**config.mk**
```make
export PLATFORM = sky130hd
export DESIGN_NAME = tm1638_key_reader_flat
export DESIGN_NICKNAME = d
export VERILOG_FILES = /design/src/rtl/tm1638_key_reader_if.sv /design/src/rtl/tm1638_key_reader.sv /design/src/flat_wrapper.sv
export SDC_FILE = /design/constraint.sdc
export NUM_CORES = 1
export LEC_CHECK = 0
export CAP_MARGIN = 25
export CORE_MARGIN = 3
export CORE_UTILIZATION = 35
export CTS_BUF_LIST = sky130_fd_sc_hd__clkbuf_4
export DETAILED_ROUTE_END_ITERATION = 12
export SLEW_MARGIN = 15
export SYNTH_ARGS = -nofsm -noshare
export SYNTH_HDL_FRONTEND = slang
export SYNTH_SLANG_ARGS = --single-unit
```
**constraint.sdc**
```tcl
create_clock -name clk -period 2.87 [get_ports clk]
set_input_delay 0.7175 -clock clk [delete_from_list [all_inputs] [get_ports clk]]
set_output_delay 0.7175 -clock clk [all_outputs]
set_load 0.01 [all_outputs]
```
**src/rtl/tm1638_key_reader_if.sv**
```systemverilog
// rtl/tm1638_key_reader_if.sv - request/result and TM1638 serial bus signals of the key reader
interface tm1638_key_reader_if;
  logic        start;
  logic        busy;
  logic        done;
  logic [7:0]  keys;
  logic [31:0] raw;
  logic        stb_n;
  logic        sclk;
  logic        dio_out;
  logic        dio_oe;
  logic        dio_in;

  // Requester and pin side: issues start, sees results, returns the DIO pin value.
  modport master (
    output start,
    output dio_in,
    input  busy,
    input  done,
    input  keys,
    input  raw,
    input  stb_n,
    input  sclk,
    input  dio_out,
    input  dio_oe
  );

  // The key reader itself.
  modport slave (
    input  start,
    input  dio_in,
    output busy,
    output done,
    output keys,
    output raw,
    output stb_n,
    output sclk,
    output dio_out,
    output dio_oe
  );
endinterface

```
**src/rtl/tm1638_key_reader.sv**
```systemverilog
// rtl/tm1638_key_reader.sv - TM1638 key-scan reader: sends 0x42, clocks in 4 scan bytes
module tm1638_key_reader #(
  parameter int unsigned CLK_DIV     = 50,
  parameter int unsigned WAIT_CYCLES = 100
) (
  input  logic                 clk,
  input  logic                 rst,
  tm1638_key_reader_if.slave   bus
);

  // One counter serves both the sclk half-period and the turnaround wait.
  localparam int unsigned MAX_CNT   = (CLK_DIV > WAIT_CYCLES) ? CLK_DIV : WAIT_CYCLES;
  localparam int unsigned CW        = (MAX_CNT > 1) ? $clog2(MAX_CNT) : 1;
  localparam logic [CW-1:0] HALF_LAST = CW'(CLK_DIV - 1);
  localparam logic [CW-1:0] WAIT_LAST = CW'(WAIT_CYCLES - 1);
  localparam logic [7:0]    READ_CMD  = 8'h42;

  typedef enum logic [2:0] {
    S_IDLE, S_SETUP, S_CMD, S_WAIT, S_READ, S_HOLD, S_DONE
  } state_t;

  state_t        state, next_state;
  logic [CW-1:0] cnt;
  logic          phase;     // 0 = sclk low half, 1 = sclk high half
  logic [4:0]    bit_cnt;
  logic [31:0]   shreg;
  logic [7:0]    keys_q;
  logic [31:0]   raw_q;
  logic [1:0]    dio_sync;

  logic half_end;
  logic wait_end;
  logic bit_last;

  logic stb_n_c, sclk_c, dio_out_c, dio_oe_c, busy_c, done_c;

  assign half_end = (cnt == HALF_LAST);
  assign wait_end = (cnt == WAIT_LAST);
  assign bit_last = (state == S_CMD) ? (bit_cnt == 5'd7) : (bit_cnt == 5'd31);

  // State register.
  always_ff @(posedge clk) begin
    if (rst) state <= S_IDLE;
    else     state <= next_state;
  end

  // Next-state logic: each phase ends on its own counter terminal count.
  always_comb begin
    next_state = state;
    case (state)
      S_IDLE:  if (bus.start) next_state = S_SETUP;
      S_SETUP: if (half_end) next_state = S_CMD;
      S_CMD:   if (half_end && phase && bit_last) next_state = S_WAIT;
      S_WAIT:  if (wait_end) next_state = S_READ;
      S_READ:  if (half_end && phase && bit_last) next_state = S_HOLD;
      S_HOLD:  if (half_end) next_state = S_DONE;
      S_DONE:  next_state = S_IDLE;
      default: next_state = S_IDLE;
    endcase
  end

  // Moore outputs: bus levels follow the state, half-phase and current command bit.
  always_comb begin
    stb_n_c   = 1'b1;
    sclk_c    = 1'b1;
    dio_out_c = 1'b1;
    dio_oe_c  = 1'b0;
    busy_c    = 1'b0;
    done_c    = 1'b0;
    case (state)
      S_SETUP: begin
        stb_n_c  = 1'b0;
        busy_c   = 1'b1;
        dio_oe_c = 1'b1;
      end
      S_CMD: begin
        stb_n_c   = 1'b0;
        busy_c    = 1'b1;
        dio_oe_c  = 1'b1;
        sclk_c    = phase;
        dio_out_c = READ_CMD[bit_cnt[2:0]];
      end
      S_WAIT, S_HOLD: begin
        stb_n_c = 1'b0;
        busy_c  = 1'b1;
      end
      S_READ: begin
        stb_n_c = 1'b0;
        busy_c  = 1'b1;
        sclk_c  = phase;
      end
      S_DONE:  done_c = 1'b1;
      default: ;
    endcase
  end

  // Two-flop synchroniser for the DIO pin; the line idles high.
  always_ff @(posedge clk) begin
    if (rst) dio_sync <= 2'b11;
    else     dio_sync <= {dio_sync[0], bus.dio_in};
  end

  // Counters and shift register; counters are cleared outside their states.
  always_ff @(posedge clk) begin
    if (rst) begin
      cnt     <= '0;
      phase   <= 1'b0;
      bit_cnt <= '0;
      shreg   <= '0;
    end else begin
      case (state)
        S_SETUP, S_HOLD: cnt <= half_end ? '0 : cnt + 1'b1;
        S_WAIT:          cnt <= wait_end ? '0 : cnt + 1'b1;
        S_CMD, S_READ: begin
          if (half_end) begin
            cnt   <= '0;
            phase <= ~phase;
            if (phase) bit_cnt <= bit_last ? 5'd0 : bit_cnt + 5'd1;
          end else begin
            cnt <= cnt + 1'b1;
          end
          // Sample in the first high cycle so the synchroniser has caught up with the bit.
          if (state == S_READ && phase && cnt == '0)
            shreg <= {dio_sync[1], shreg[31:1]};
        end
        default: begin
          cnt     <= '0;
          phase   <= 1'b0;
          bit_cnt <= '0;
        end
      endcase
    end
  end

  // Results are published on entry to DONE so they are valid while done is high.
  always_ff @(posedge clk) begin
    if (rst) begin
      keys_q <= '0;
      raw_q  <= '0;
    end else if (state == S_HOLD && next_state == S_DONE) begin
      raw_q  <= shreg;
      keys_q <= {shreg[28], shreg[20], shreg[12], shreg[4],
                 shreg[24], shreg[16], shreg[8],  shreg[0]};
    end
  end

  assign bus.stb_n   = stb_n_c;
  assign bus.sclk    = sclk_c;
  assign bus.dio_out = dio_out_c;
  assign bus.dio_oe  = dio_oe_c;
  assign bus.busy    = busy_c;
  assign bus.done    = done_c;
  assign bus.keys    = keys_q;
  assign bus.raw     = raw_q;

endmodule

```
**src/flat_wrapper.sv**
```systemverilog
// flat-port wrapper written by rule: the top's interface ports become plain ports
module tm1638_key_reader_flat 
#(
  parameter int unsigned CLK_DIV     = 50,
  parameter int unsigned WAIT_CYCLES = 100
)
  (clk, rst, bus_start, bus_dio_in, bus_busy, bus_done, bus_keys, bus_raw, bus_stb_n, bus_sclk, bus_dio_out, bus_dio_oe);
  tm1638_key_reader_if bus_i ();
  input  logic clk;
  input  logic rst;
  input wire logic [$bits(bus_i.start)-1:0] bus_start;
  input wire logic [$bits(bus_i.dio_in)-1:0] bus_dio_in;
  output wire logic [$bits(bus_i.busy)-1:0] bus_busy;
  output wire logic [$bits(bus_i.done)-1:0] bus_done;
  output wire logic [$bits(bus_i.keys)-1:0] bus_keys;
  output wire logic [$bits(bus_i.raw)-1:0] bus_raw;
  output wire logic [$bits(bus_i.stb_n)-1:0] bus_stb_n;
  output wire logic [$bits(bus_i.sclk)-1:0] bus_sclk;
  output wire logic [$bits(bus_i.dio_out)-1:0] bus_dio_out;
  output wire logic [$bits(bus_i.dio_oe)-1:0] bus_dio_oe;
  assign bus_i.start = bus_start;
  assign bus_i.dio_in = bus_dio_in;
  assign bus_busy = bus_i.busy;
  assign bus_done = bus_i.done;
  assign bus_keys = bus_i.keys;
  assign bus_raw = bus_i.raw;
  assign bus_stb_n = bus_i.stb_n;
  assign bus_sclk = bus_i.sclk;
  assign bus_dio_out = bus_i.dio_out;
  assign bus_dio_oe = bus_i.dio_oe;
  tm1638_key_reader #(.CLK_DIV(CLK_DIV), .WAIT_CYCLES(WAIT_CYCLES)) u_core (.clk(clk), .rst(rst), .bus(bus_i));
endmodule
```
# Word-level counts from Yosys, hierarchy flattened
# Memory sizes are Yosys's and may differ from the RTL's. A register that Yosys moved wholly into a read port is not among the register bits.
# Cells that the tools add are included.
# word_totals
mem_bits_ro	8
wordCells	68
n_memories	1
output_inout_bits	46
in_bits	4
regBits	90
# op_classes
reduce_logical	15
add_sub_neg	2
n_eq_ne	13
muxes	26
order_cmp	1
bitwise	2
# mem_list
memory	depth	width	read_ports	rd_clocked_by_memory_dff	wr	line_no	text
(no name shown)	8	1	1	1	0	tm1638_key_reader.sv:81	dio_out_c = READ_CMD[bit_cnt[2:0]];
# ops
op	count
two-way mux 3 bit	8
case mux 3 bit (6 select lines)	1
two-way mux 5 bit	3
two-way mux 7 bit	2
case mux 7 bit (2 select lines)	1
== test 3 bit (second input constant)	4
case mux 5 bit (2 select lines)	1
two-way mux 1 bit	9
adder 7 x 1 -> 7 bit (second input constant)	1
== test 7 x 6 -> 1 bit (second input constant)	1
== test 7 bit (second input constant)	1
logical NOT 7 bit	1
== test 3 x 2 -> 1 bit (second input constant)	2
adder 5 x 1 -> 5 bit (second input constant)	1
== test 5 x 3 -> 1 bit (second input constant)	1
== test 5 bit (second input constant)	1
logical AND 1 bit	5
OR reduction 5 bit	1
< comparator 3 x 4 -> 1 bit (second input constant)	1
!= test 2 x 1 -> 1 bit (second input constant)	2
AND reduction 2 bit	2
OR reduction 2 bit	2
OR reduction 4 bit	1
== test 3 x 1 -> 1 bit (second input constant)	1
other kinds (5)	6

# Depth between registers and ports, before layout
# depth
depth_word	8
depth_mapped	9

# Worst setup path before layout
# OpenSTA, ideal clock, no wires.
# synth_path
path_kind	flip-flop to flip-flop
startpoint	register u_core.cnt[3]
endpoint	register u_core.shreg[1]
setup_slack_ns	0.865
required_time_ns	2.738
setup_ns	0.132
synth_period_minus_slack_ns	2.005
path_stages_with_launch	9
arrival_time_ns	1.872
cell_sequence	dfxtp_1 > buf_6 > or4b_1 > buf_2 > or3_1 > clkbuf_1 > clkbuf_1 > nand2_1 > a21oi_1
# synth_via
elab_chain_len	3
# synth_lines
element	line_no	text
start: declaration	tm1638_key_reader.sv:23	logic [CW-1:0] cnt;
start signal: assignment	tm1638_key_reader.sv:112	S_SETUP, S_HOLD: cnt <= half_end ? '0 : cnt + 1'b1;
start signal: assignment	tm1638_key_reader.sv:113	S_WAIT: cnt <= wait_end ? '0 : cnt + 1'b1;
start signal: assignment	tm1638_key_reader.sv:120	cnt <= cnt + 1'b1;
logical NOT 7 bit	tm1638_key_reader.sv:123	if (state == S_READ && phase && cnt == '0)
logical AND 1 bit	tm1638_key_reader.sv:123	
AND reduction 2 bit (no line)	-	
end signal: assignment	tm1638_key_reader.sv:124	shreg <= {dio_sync[1], shreg[31:1]};
end: declaration	tm1638_key_reader.sv:26	logic [31:0] shreg;
# No other way between the ends.
# A chain may end at the register's enable or synchronous reset.

# Final worst setup path
# layout_path
startpoint	register u_core.state[1]
endpoint	output port bus_sclk
# layout_via
elab_chain_len	3
elab_cells_between_ends	4
# layout_lines
element	line_no	text
start: declaration	tm1638_key_reader.sv:22	state_t state, next_state;
start signal: assignment	tm1638_key_reader.sv:44	else state <= next_state;
== test 3 bit or == test 3 x 2 -> 1 bit (tied branches)	tm1638_key_reader.sv:70	case (state)
OR reduction 2 bit (no line) (*)	-	
two-way mux 1 bit (*)	tm1638_key_reader.sv:70	
end: declaration	flat_wrapper.sv:18	output wire logic [$bits(bus_i.sclk)-1:0] bus_sclk;
# Mark *: on every way between the ends. The rest lies on a longest branch, timed or not.

==> flow_summary_export.csv <==
group,metric,value,unit
power,peakVddDrop,190.7,uV
global_routing,antenna_found_initial,0,
sta,period_needed,2.706,ns
clock_tree,clock-sinks,83,
clock_tree,cts_hold_buffers,0,
detailed_routing,first_pass_iters,4,
detailed_routing,wl_per_cell,11.74,microns
detailed_routing,via_per_inst,4.826,
synthesis,synth_edf_count,0,
sta,skew,0.01127,ns
synthesis,synth_cell_type_count,47,
synthesis,yosysTopAreaCellShare,0.4968,
sta,finalSetupViolCount,0,
cells_and_area,drive_gt1_frac,0.09287,
clock_tree,cts-root-buf,"clkbuf_4",
global_routing,grt_remaining_overflow,0,
power,p_total,1920,uW
synthesis,yosysWarnings,0,
cells_and_area,diodes,0,
setup_path,critPathKind,"reg2out",
placement,post-place-ws,0.3346,ns
clock_tree,cts_buffers,9,
synthesis,ys_async_sr_fraction,0,
die,dieArea,10760,sq um
placement,io_buffers,49,
global_routing,grt_util_all_layers,0.1337,
power,p_per_area,471.2,nW/um^2
detailed_routing,drtIter0Drc,146,
power,p_leak,0.001315,uW
die,start_util,0.3602,
placement,placedCellCount,572,
detailed_routing,route.detailed.drc,0,
clock_tree,cts_tree,"yes",
sta,maxSlewViolCount,0,
placement,routabilityCongestion,0.7986,
job,maxCapViolations,0,
sta,tightestPinTransition,0.5324,ns
clock_tree,clk_pin_slew,0.14,ns
sta,slew_headroom,0.6423,
global_routing,grt_pass1_wl,12070,microns
setup_path,arrival,1.99,ns
setup_path,cp.required,2.15,ns
clock_tree,max-clock-path-buffers,2,
die,die_h,103.8,microns
synthesis,ys_ff_latch,83,
detailed_routing,ant_nets,0,
setup_path,ff2ff_setup_slack,0.56,ns
synthesis,ys_seq_area_frac,0.4968,
setup_path,critical_path.max_fanout,5,
worst_hold_path,worstHoldPathType,"reg2reg",
sta,period_share,0.9427,
cells_and_area,finalNetCount,466,
synthesis,synth_area_per_cell,7.944,sq um
die,core,9284,sq um
sta,hold_viol,0,
sta,setup-tns-final,0,ns
global_routing,grt_pass1_vias,2634,
cells_and_area,instances_no_fill,592,
run_status,status,"completed",
synthesis,synth_nets,429,
detailed_routing,drt-total-wl,6949,microns
placement,hpwl,4615,microns
setup_path,cp-start-kind,"register",
synthesis,synth_area_leaders,"dfxtp_1 (50%), nand2_1 (15%), a21oi_1 (10%)",
clock_tree,clk-insertion-delay-late,0.45,ns
synthesis,ys.flop_type,"dfxtp_1",
cells_and_area,utilization,0.4389,
sta,fmax,0.3696,GHz
die,ios,50,
setup_path,end_kind,"output port",
synthesis,yosys.area.top_type,"dfxtp_1",
global_routing,grt_max_degree,49,
die,row_count,35,
die,die_x,103.8,microns
cells_and_area,area_delta_synth_final,21.85,%
synthesis,synth_area,3344,sq um
synthesis,synth_cells,421,
sta,timing.final.ws_setup,0.1643,ns
detailed_routing,vias,2857,
clock_tree,htree_levels,3,
==> stage by stage <==
step                      area, sq um  hold WS, ns
after floorplan                  3344       0.3895
after global placement           3882       0.4114
after detailed placement         3882       0.4059
after CTS                        4039       0.4382
after global routing             4075       0.4447
final                            4075       0.4337
==> final cells by class <==
class	count	area [sq um]
tap	129	161.4
inverter	5	18.77
multi-input combinational	297	1495
clock buffer	9	67.56
clock inverter	7	76.32
timing repair buffer	62	585.6
sequential	83	1670
fill	970	5209
==> routing by layer <==
| layer | wire [microns] | vias to the layer above | GRT usage |
|---|---|---|---|
| met5 | 0 | - | 0 |
| met4 | 93 | 0 | 0.05888 |
| met3 | 282 | 9 | 0.03115 |
| met2 | 3354 | 60 | 0.2182 |
| met1 | 3219 | 1329 | 0.1689 |
| li1 | - | 1459 | - |
==> Yosys cell counts (3+ instances only) <==
cell	instances
dfxtp_1	83
or2_2	3
or3_1	3
nand3_1	6
buf_2	8
nor3_1	4
nand4_1	4
nand2_1	138
ha_1	4
clkbuf_1	19
buf_4	8
xnor2_1	5
nor2_1	24
a21oi_1	68
inv_1	5
nand2b_1	3
==> critical path: stages (launching register included) <==
cell and delay (ns):
dfxtp_4 0.38, nand2b_1 0.23, a21oi_1 0.36, nand2b_1 0.10, clkdlybuf4s50_1 0.48
==> logic make-up after synthesis <==
family          synth area share
compound gates            0.1448
xor+xnor                 0.01833
mux                     0.002993
buf+inv                  0.06023
fa+ha+maj                0.01497
flops                     0.4968
simple gates              0.2619
==> state kept, by name (all words and copies together), names as in the netlist, named ones only <==
name	count
u_core.bit_cnt	5
u_core.bus.raw	32
u_core.cnt	7
u_core.dio_sync	2
u_core.phase	1
u_core.shreg	32
u_core.state	3
==> cells in the final DEF (no fill, tap or decap), types with 2 or more instances in the layout <==
master | synthesis | final
nand2_1 | 138 | 138
dfxtp_1 | 83 | 80
a21oi_1 | 68 | 68
clkdlybuf4s50_1 | 0 | 47
nor2_1 | 24 | 23
buf_4 | 8 | 13
clkbuf_4 | 0 | 9
nand3_1 | 6 | 6
inv_1 | 5 | 5
xnor2_1 | 5 | 5
nand4_1 | 4 | 4
ha_1 | 4 | 4
nand2b_1 | 3 | 3
or3_1 | 3 | 3
or2_2 | 3 | 3
nor3_1 | 4 | 3
or4b_1 | 2 | 2
and4b_1 | 2 | 2
nor2b_1 | 2 | 2
o211a_1 | 2 | 2
xor2_1 | 2 | 2
clkinv_4 | 0 | 2
clkinvlp_4 | 0 | 2
dfxtp_4 | 0 | 2
==> final timing paths <==
kind                                          from            endpoint  depth (start not counted)
worst max register to register       u_core.cnt[3]     u_core.shreg[1]                          5
worst min-delay path            u_core.dio_sync[0]  u_core.dio_sync[1]                          1
worst min register to register  u_core.dio_sync[0]  u_core.dio_sync[1]                          1
worst max-delay path               u_core.state[1]            bus_sclk                          4
==> power by group <==
group	internal (uW)	total, uW	switching, uW
Combinational	22.7	59.9	37.2
Clock	269	701	432
Sequential	1150	1160	4.85
Total	1450	1920	474
==> repair_timing <==
item,CTS,global route
cloned,0,0
setup buffers,1,3
setup endpoints to repair,2,3
gates resized for setup,3,5
Power figures use the tool's default switching activity.
